<file path="src/rtl/polyvec_pair_loader.sv">
`default_nettype none
// ---------------------------------------------------------------------------
// polyvec_pair_loader: packs a normalised coefficient stream into (even, odd)
// pairs and writes them into one operand bank of the polyvec accumulator.
// Revision: 1.0
// ---------------------------------------------------------------------------
module polyvec_pair_loader #(
    parameter int DEPTH   = 8,
    parameter int KYBER_K = 3,
    parameter int KYBER_Q = 3329,
    parameter int REDUCE  = 1
) (
    input  logic             clk,
    input  logic             reset,
    input  logic             set,
    input  logic             start,
    input  logic             in_valid,
    output logic             in_ready,
    input  logic [15:0]      in_data,
    input  logic             readin_ok,
    output logic             readin,
    output logic [15:0]      dout_1,
    output logic [15:0]      dout_2,
    output logic [DEPTH-1:0] index,
    output logic [3:0]       k,
    output logic             full_in,
    output logic             busy,
    output logic             done
);

    typedef enum logic [2:0] {
        S_IDLE    = 3'd0,
        S_WAIT_OK = 3'd1,
        S_LOAD_LO = 3'd2,
        S_LOAD_HI = 3'd3,
        S_WRITE   = 3'd4,
        S_FULL    = 3'd5,
        S_DONE    = 3'd6
    } state_t;

    localparam logic [DEPTH-1:0] LAST_IDX = {{(DEPTH-1){1'b1}}, 1'b0};
    localparam logic [DEPTH-1:0] IDX_STEP = DEPTH'(2);
    localparam logic [3:0]       LAST_K   = 4'(KYBER_K - 1);

    state_t           state_q, state_d;
    logic [DEPTH-1:0] index_q, index_d;
    logic [3:0]       k_q, k_d;
    logic [15:0]      lo_q, lo_d;
    logic [15:0]      dout_1_q, dout_1_d;
    logic [15:0]      dout_2_q, dout_2_d;
    logic [15:0]      norm_data;

    generate
        if (REDUCE != 0) begin : g_reduce
            localparam logic signed [16:0] Q17 = 17'(KYBER_Q);
            logic signed [16:0] norm_ext;
            logic signed [16:0] norm_sum;

            // One conditional add/subtract of Q folds [-Q, 2Q) into [0, Q).
            always_comb begin
                norm_ext = {in_data[15], in_data};
                if (norm_ext[16]) begin
                    norm_sum = norm_ext + Q17;
                end else if (norm_ext >= Q17) begin
                    norm_sum = norm_ext - Q17;
                end else begin
                    norm_sum = norm_ext;
                end
            end

            assign norm_data = norm_sum[15:0];
        end else begin : g_pass
            assign norm_data = in_data;
        end
    endgenerate

    always_ff @(posedge clk or posedge reset) begin
        if (reset) begin
            state_q  <= S_IDLE;
            index_q  <= '0;
            k_q      <= '0;
            lo_q     <= '0;
            dout_1_q <= '0;
            dout_2_q <= '0;
        end else begin
            state_q  <= state_d;
            index_q  <= index_d;
            k_q      <= k_d;
            lo_q     <= lo_d;
            dout_1_q <= dout_1_d;
            dout_2_q <= dout_2_d;
        end
    end

    always_comb begin
        state_d  = state_q;
        index_d  = index_q;
        k_d      = k_q;
        lo_d     = lo_q;
        dout_1_d = dout_1_q;
        dout_2_d = dout_2_q;
        in_ready = 1'b0;
        readin   = 1'b0;
        full_in  = 1'b0;

        if (set) begin
            case (state_q)
                S_IDLE, S_DONE: begin
                    if (start) begin
                        state_d = S_WAIT_OK;
                        index_d = '0;
                        k_d     = '0;
                    end
                end
                S_WAIT_OK: begin
                    if (readin_ok) begin
                        state_d = S_LOAD_LO;
                    end
                end
                S_LOAD_LO: begin
                    in_ready = 1'b1;
                    if (in_valid) begin
                        lo_d    = norm_data;
                        state_d = S_LOAD_HI;
                    end
                end
                S_LOAD_HI: begin
                    in_ready = 1'b1;
                    // The output pair is captured whole here so it only moves on entry to WRITE.
                    if (in_valid) begin
                        dout_1_d = lo_q;
                        dout_2_d = norm_data;
                        state_d  = S_WRITE;
                    end
                end
                S_WRITE: begin
                    readin = 1'b1;
                    if (index_q == LAST_IDX && k_q == LAST_K) begin
                        state_d = S_FULL;
                    end else begin
                        index_d = index_q + IDX_STEP;
                        if (index_q == LAST_IDX) begin
                            k_d = k_q + 4'd1;
                        end
                        state_d = readin_ok ? S_LOAD_LO : S_WAIT_OK;
                    end
                end
                S_FULL: begin
                    full_in = 1'b1;
                    state_d = S_DONE;
                end
                default: begin
                    state_d = S_IDLE;
                end
            endcase
        end
    end

    assign dout_1 = dout_1_q;
    assign dout_2 = dout_2_q;
    assign index  = index_q;
    assign k      = k_q;
    assign busy   = (state_q != S_IDLE) && (state_q != S_DONE);
    assign done   = (state_q == S_DONE);

endmodule
`default_nettype wire

</file>
<file path="config.mk">
export PLATFORM = sky130hd
export DESIGN_NAME = polyvec_pair_loader
export DESIGN_NICKNAME = d
export VERILOG_FILES = /design/src/rtl/polyvec_pair_loader.sv
export SDC_FILE = /design/constraint.sdc
export NUM_CORES = 1
export LEC_CHECK = 0
export ABC_AREA = 1
export BUFFER_PORTS_ARGS = -buffer_cell sky130_fd_sc_hd__clkbuf_2
export CORE_AREA = 4 4 96 98
export DETAILED_ROUTE_END_ITERATION = 7
export DIE_AREA = 0 0 100 102
export HOLD_SLACK_MARGIN = 0.03
export PLACE_DENSITY = 0.67
export RECOVER_POWER = 25
export SYNTH_ARGS = -nofsm -noshare
export SYNTH_HDL_FRONTEND = slang
export SYNTH_SLANG_ARGS = --single-unit
</file>
<file path="constraint.sdc">
create_clock -name clk -period 4.1 [get_ports clk]
set_input_delay 0.205 -clock clk [delete_from_list [all_inputs] [get_ports clk]]
set_output_delay 0.205 -clock clk [all_outputs]
set_load 0.05 [all_outputs]
</file>
# Yosys cells after proc, flatten, opt, wreduce, memory -nomap -nowiden
# Index checks and enable logic that the tools add are counted.
# op_classes
n_addsub	4
mul	0
n_div	0
order_cmp	1
eq_ne	15
shifts	0
mux	22
bitwise_logic	0
reduce_logical	12
# ops
operator	count
$mux W16	2
$pmux W3 S6	1
$add A16 B13 Y16 const B	1
$ge A16 B13 Y1 const B	1
$mux W8	2
$pmux W8 S2	1
$sub A16 B13 Y16 const B	1
$mux W3	5
$mux W4	3
$ne A2 B2 Y1 const B	6
$reduce_and A5 Y1	2
$eq A3 B3 Y1 const B	3
$add A8 B2 Y8 const B	1
$eq A8 B8 Y1 const B	1
$pmux W4 S2	1
$eq A3 B2 Y1 const B	2
$mux W1	6
$reduce_and A3 Y1	2
$add A4 B1 Y4 const B	1
$eq A4 B2 Y1 const B	1
$reduce_and A4 Y1	1
$reduce_or A2 Y1	2
$eq A3 B1 Y1 const B	1
$logic_not A3 Y1	1
5 further kinds	6
# word_totals
register_bits	63
latchBits	0
mem_bits_rw	0
rom_bits	0
input_bits	22
output_inout_bits	49
wordCells	60
n_memories	0

# Logic depth before layout (Yosys ltp)
# logic_depth
ltp_word	4
depth_mapped	13
mapped_depth_nobuf	13

# Least setup slack after synthesis
# Ideal clock, no wire load.
# synth_timing
path_type	register -> output
startpoint	register state_q[2]
endpoint	output port full_in
arrival_ps	1664
required_time_ps	3895
slack_ps	2231
path_stages_with_launch	3
n_path_buf	0
path_cell_list	dfrtp_1 > inv_2 > nor3_1
# synth_between
elab_chain_len	3
# synth_lines
element	line_no	text
start: declaration	45	state_t state_q, state_d;
start signal: assignment	86	state_q <= state_d;
$eq A3 B3 Y1	107	case (state_q)
$mux W1	107	
$mux W1	106	if (set) begin
end: declaration	26	output logic full_in,
# Every way passes these cells.

# Final worst setup path
# layout_timing
startpoint	register state_q[1]
endpoint	register dout_1_q[9] (netlist: dout_1[9])
# layout_between
elab_chain_len	2
# layout_lines
element	line_no	text
$eq A3 B2 Y1	107	
$reduce_and A3 Y1 (no source line)	--	
end signal: assignment	90	dout_1_q <= dout_1_d;
end: declaration	49	logic [15:0] dout_1_q, dout_1_d;
# Every way passes these cells.
# A chain may end at the register's enable or synchronous reset.

==> results.yml <==
clock_tree:
  clkSinkCount: 62
  cts_made_buffers: 9
  postCtsSetupRepairBufs: 0
  post_cts_resized: 0
  cts_tree: "done"
  cts_buffer_depth: 2
  insertion_delay_ns: 0.33
  clockRootBuffer: "clkbuf_8"
  cts.clk_slew.worst_paths_ns: 0.07
  htreeDepth: 3
sta:
  final_hold_viol_count: 0
  fin_crit_ns: 2.09
  maxSlewViolCount: 0
  tightest_slew_ns: 0.922
  worst_hold_slack_ns: 0.240
  slew_headroom: 0.385
  setup_viol: 0
  clock_skew_ns: 0.00793
  fin_crit_sh: 0.509
  max_freq_ghz: 0.479
  rsz0062_at_grt: "false"
  tns_ns: 0
run:
  max-cap-violations: 0
layout:
  diodes: 0
  layout.cells.non_filler: 707
  nFillCells: 867
  layout_common_cells: "nand2_1, dfrtp_1, inv_1"
  design_area_mm2: 0.00432
  drive_above_1_share: 0.155
  area_growth_pct: 15.1
  regArea_mm2: 0.00155
  multiInputGateArea_mm2: 0.00194
  nets: 622
  final_common_cell: "nand2_1"
hold_path:
  hp-class: "primary input to register"
  whs_path_depth: 4
yosys:
  synth_ff_type: "dfrtp_1"
  yosys-top-cells-area: "dfrtp_1, nand2_1, nand3_1"
  syn_area_per_cell_um2: 7.15
  synthCells: 525
  synth_edf_count: 0
  yosys_warnings: 0
  async_flop_share: 1.00
  ys_types: 37
  ys_seq_area_frac: 0.413
  synth_fp_nets: 553
  syn-cell-area_mm2: 0.00375
  synth_largest_area_cell: "dfrtp_1"
  synth_top_area_frac: 0.413
  synth_seq_cells: 62
critical_path:
  rr_worst_depth: 7
  cp.required_ns: 4.36
  cp_slowest_stage_delay_ns: 0.71
  arrival_ns: 2.35
  crit_top_cell: "nand2_1"
  slowest_stage: "inv_1"
  start_kind: "register"
  cp-end-kind: "register"
  crit_type: "register to register"
  crit_chain: "nand2_1 -> nor2_1 -> nand2_1 -> buf_4 -> inv_1 -> nand2_1 -> nand2_1"
  cp_max_fo: 34
placement:
  port_buffers: 69
  dp.cells: 690
  place_congestion: 0.902
  place_hpwl_um: 6740
  placed_area_mm2: 0.00417
power_and_ir_drop:
  combinationalPowerShare: 0.460
  p_sw_uw: 1400
  intPower_uw: 1400
  seqPwrFrac: 0.362
  power_density_mw_per_mm2: 648
  p_clk_frac: 0.178
  power_leakage_uw: 0.00231
  switching_share: 0.500
  ir_worst_vdd_mv: 0.275
detailed_routing:
  firstDrtPassIters: 4
  drtAntennaViolNets: 0
  via_per_inst: 4.92
  drtIter0Drc: 235
  wl_per_cell_um: 12.8
  dr_total_vias: 3475
  wl_um: 9050
  remaining_drc_errors: 0
die:
  die_area_mm2: 0.0102
  core_mm2: 0.00847
  dieWidth_um: 100
  die_y_um: 102
  start_util: 0.443
  boundaryPins: 71
  rows: 34
status:
  status: "finished clean"
global_route:
  grt-ovfl-total: 0
  grt_pass1_wl_um: 15700
  grt_max_degree: 53
  grt_pass1_vias: 3375
  track_usage: 0.188
  antenna_found_initial: 0
-- power by group through the flow --
| stage | combinational [µW] | clock, µW | sequential [µW] |
|---|---|---|---|
| CTS | 1330 | 511 | 1020 |
| finish | 1290 | 499 | 1010 |
| global placement | 1310 | 0 | 1020 |
| global route | 1410 | 537 | 1050 |
| floorplan | 521 | 0 | 1510 |
| detailed placement | 1330 | 0 | 1020 |
-- repair_timing --
item | 4_1_cts | 5_1_grt
endpoints found under the setup margin | 0 | 0
hold buffers | 1 | 0
endpoints found under the hold margin | 10 | 0
-- critical path: cells and delay by family (launching register included) --
| family | cells | cell delay [ns] |
|---|---|---|
| buffers and inverters | 2 | 0.95 |
| flip-flops | 1 | 0.49 |
| AND/OR/NAND/NOR | 5 | 0.57 |
-- state kept, by name (all words and copies together), names as in the netlist --
| name | cells |
|---|---|
| k | 4 |
| dout_2 | 16 |
| dout_1 | 16 |
| state_q | 3 |
| lo_q | 16 |
| index | 7 |
-- Yosys cell counts, drive strengths merged (6+ instances only) --
| library cell | n |
|---|---|
| dfrtp | 62 |
| nand2 | 247 |
| clkbuf | 6 |
| o21ai | 21 |
| nand3 | 48 |
| xor2 | 8 |
| buf | 8 |
| ha | 6 |
| nor2 | 37 |
| inv | 47 |
| a21oi | 9 |
| nor3 | 8 |
-- stage by stage --
step,worst slack (ns),total power [µW],utilization
3_5_place_dp,1.90,2350,0.493
5_1_grt,1.70,3000,0.510
2_1_floorplan,2.23,2030,-
3_3_place_gp,1.97,2330,0.493
6_report,2.01,2800,0.510
4_1_cts,2.01,2860,0.515
-- area by class of cell --
cell class,count,share of cell area
Multi-Input combinational cell,402,0.450
Sequential cell,62,0.359
Timing Repair Buffer,72,0.0762
Inverter,47,0.0414
Tap cell,108,0.0313
Clock buffer,11,0.0304
Clock inverter,5,0.0116
-- cells by family after synthesis --
logic type,count (synthesis),share of synthesized area
other cells,1,0.000999
compound gates,34,0.0590
simple gates,353,0.419
buf+inv,61,0.0684
fa+ha+maj,6,0.0200
xor+xnor,8,0.0187
flops,62,0.413
-- final timing paths --
kind	start	endpoint	slack [ns]
setup reg to reg	state_q[1]	dout_1[9]	2.01
hold reg to reg	lo_q[11]	dout_1[11]	0.47
setup / recovery	state_q[1]	dout_1[9]	2.01
hold / removal	in_data[9]	dout_2[9]	0.24
max in group asynchronous	reset	k[0]	2.72
min in group asynchronous	reset	dout_1[15]	0.39
-- metal layers --
metal | routed length [µm] | global-route usage | vias up
met3 | 449 | 0.0341 | 10
met2 | 4060 | 0.297 | 100
met5 | 0 | 0 | -
met1 | 4410 | 0.264 | 1574
li1 | - | - | 1791
met4 | 132 | 0.0622 | 0
(Power assumes the default switching activity.)
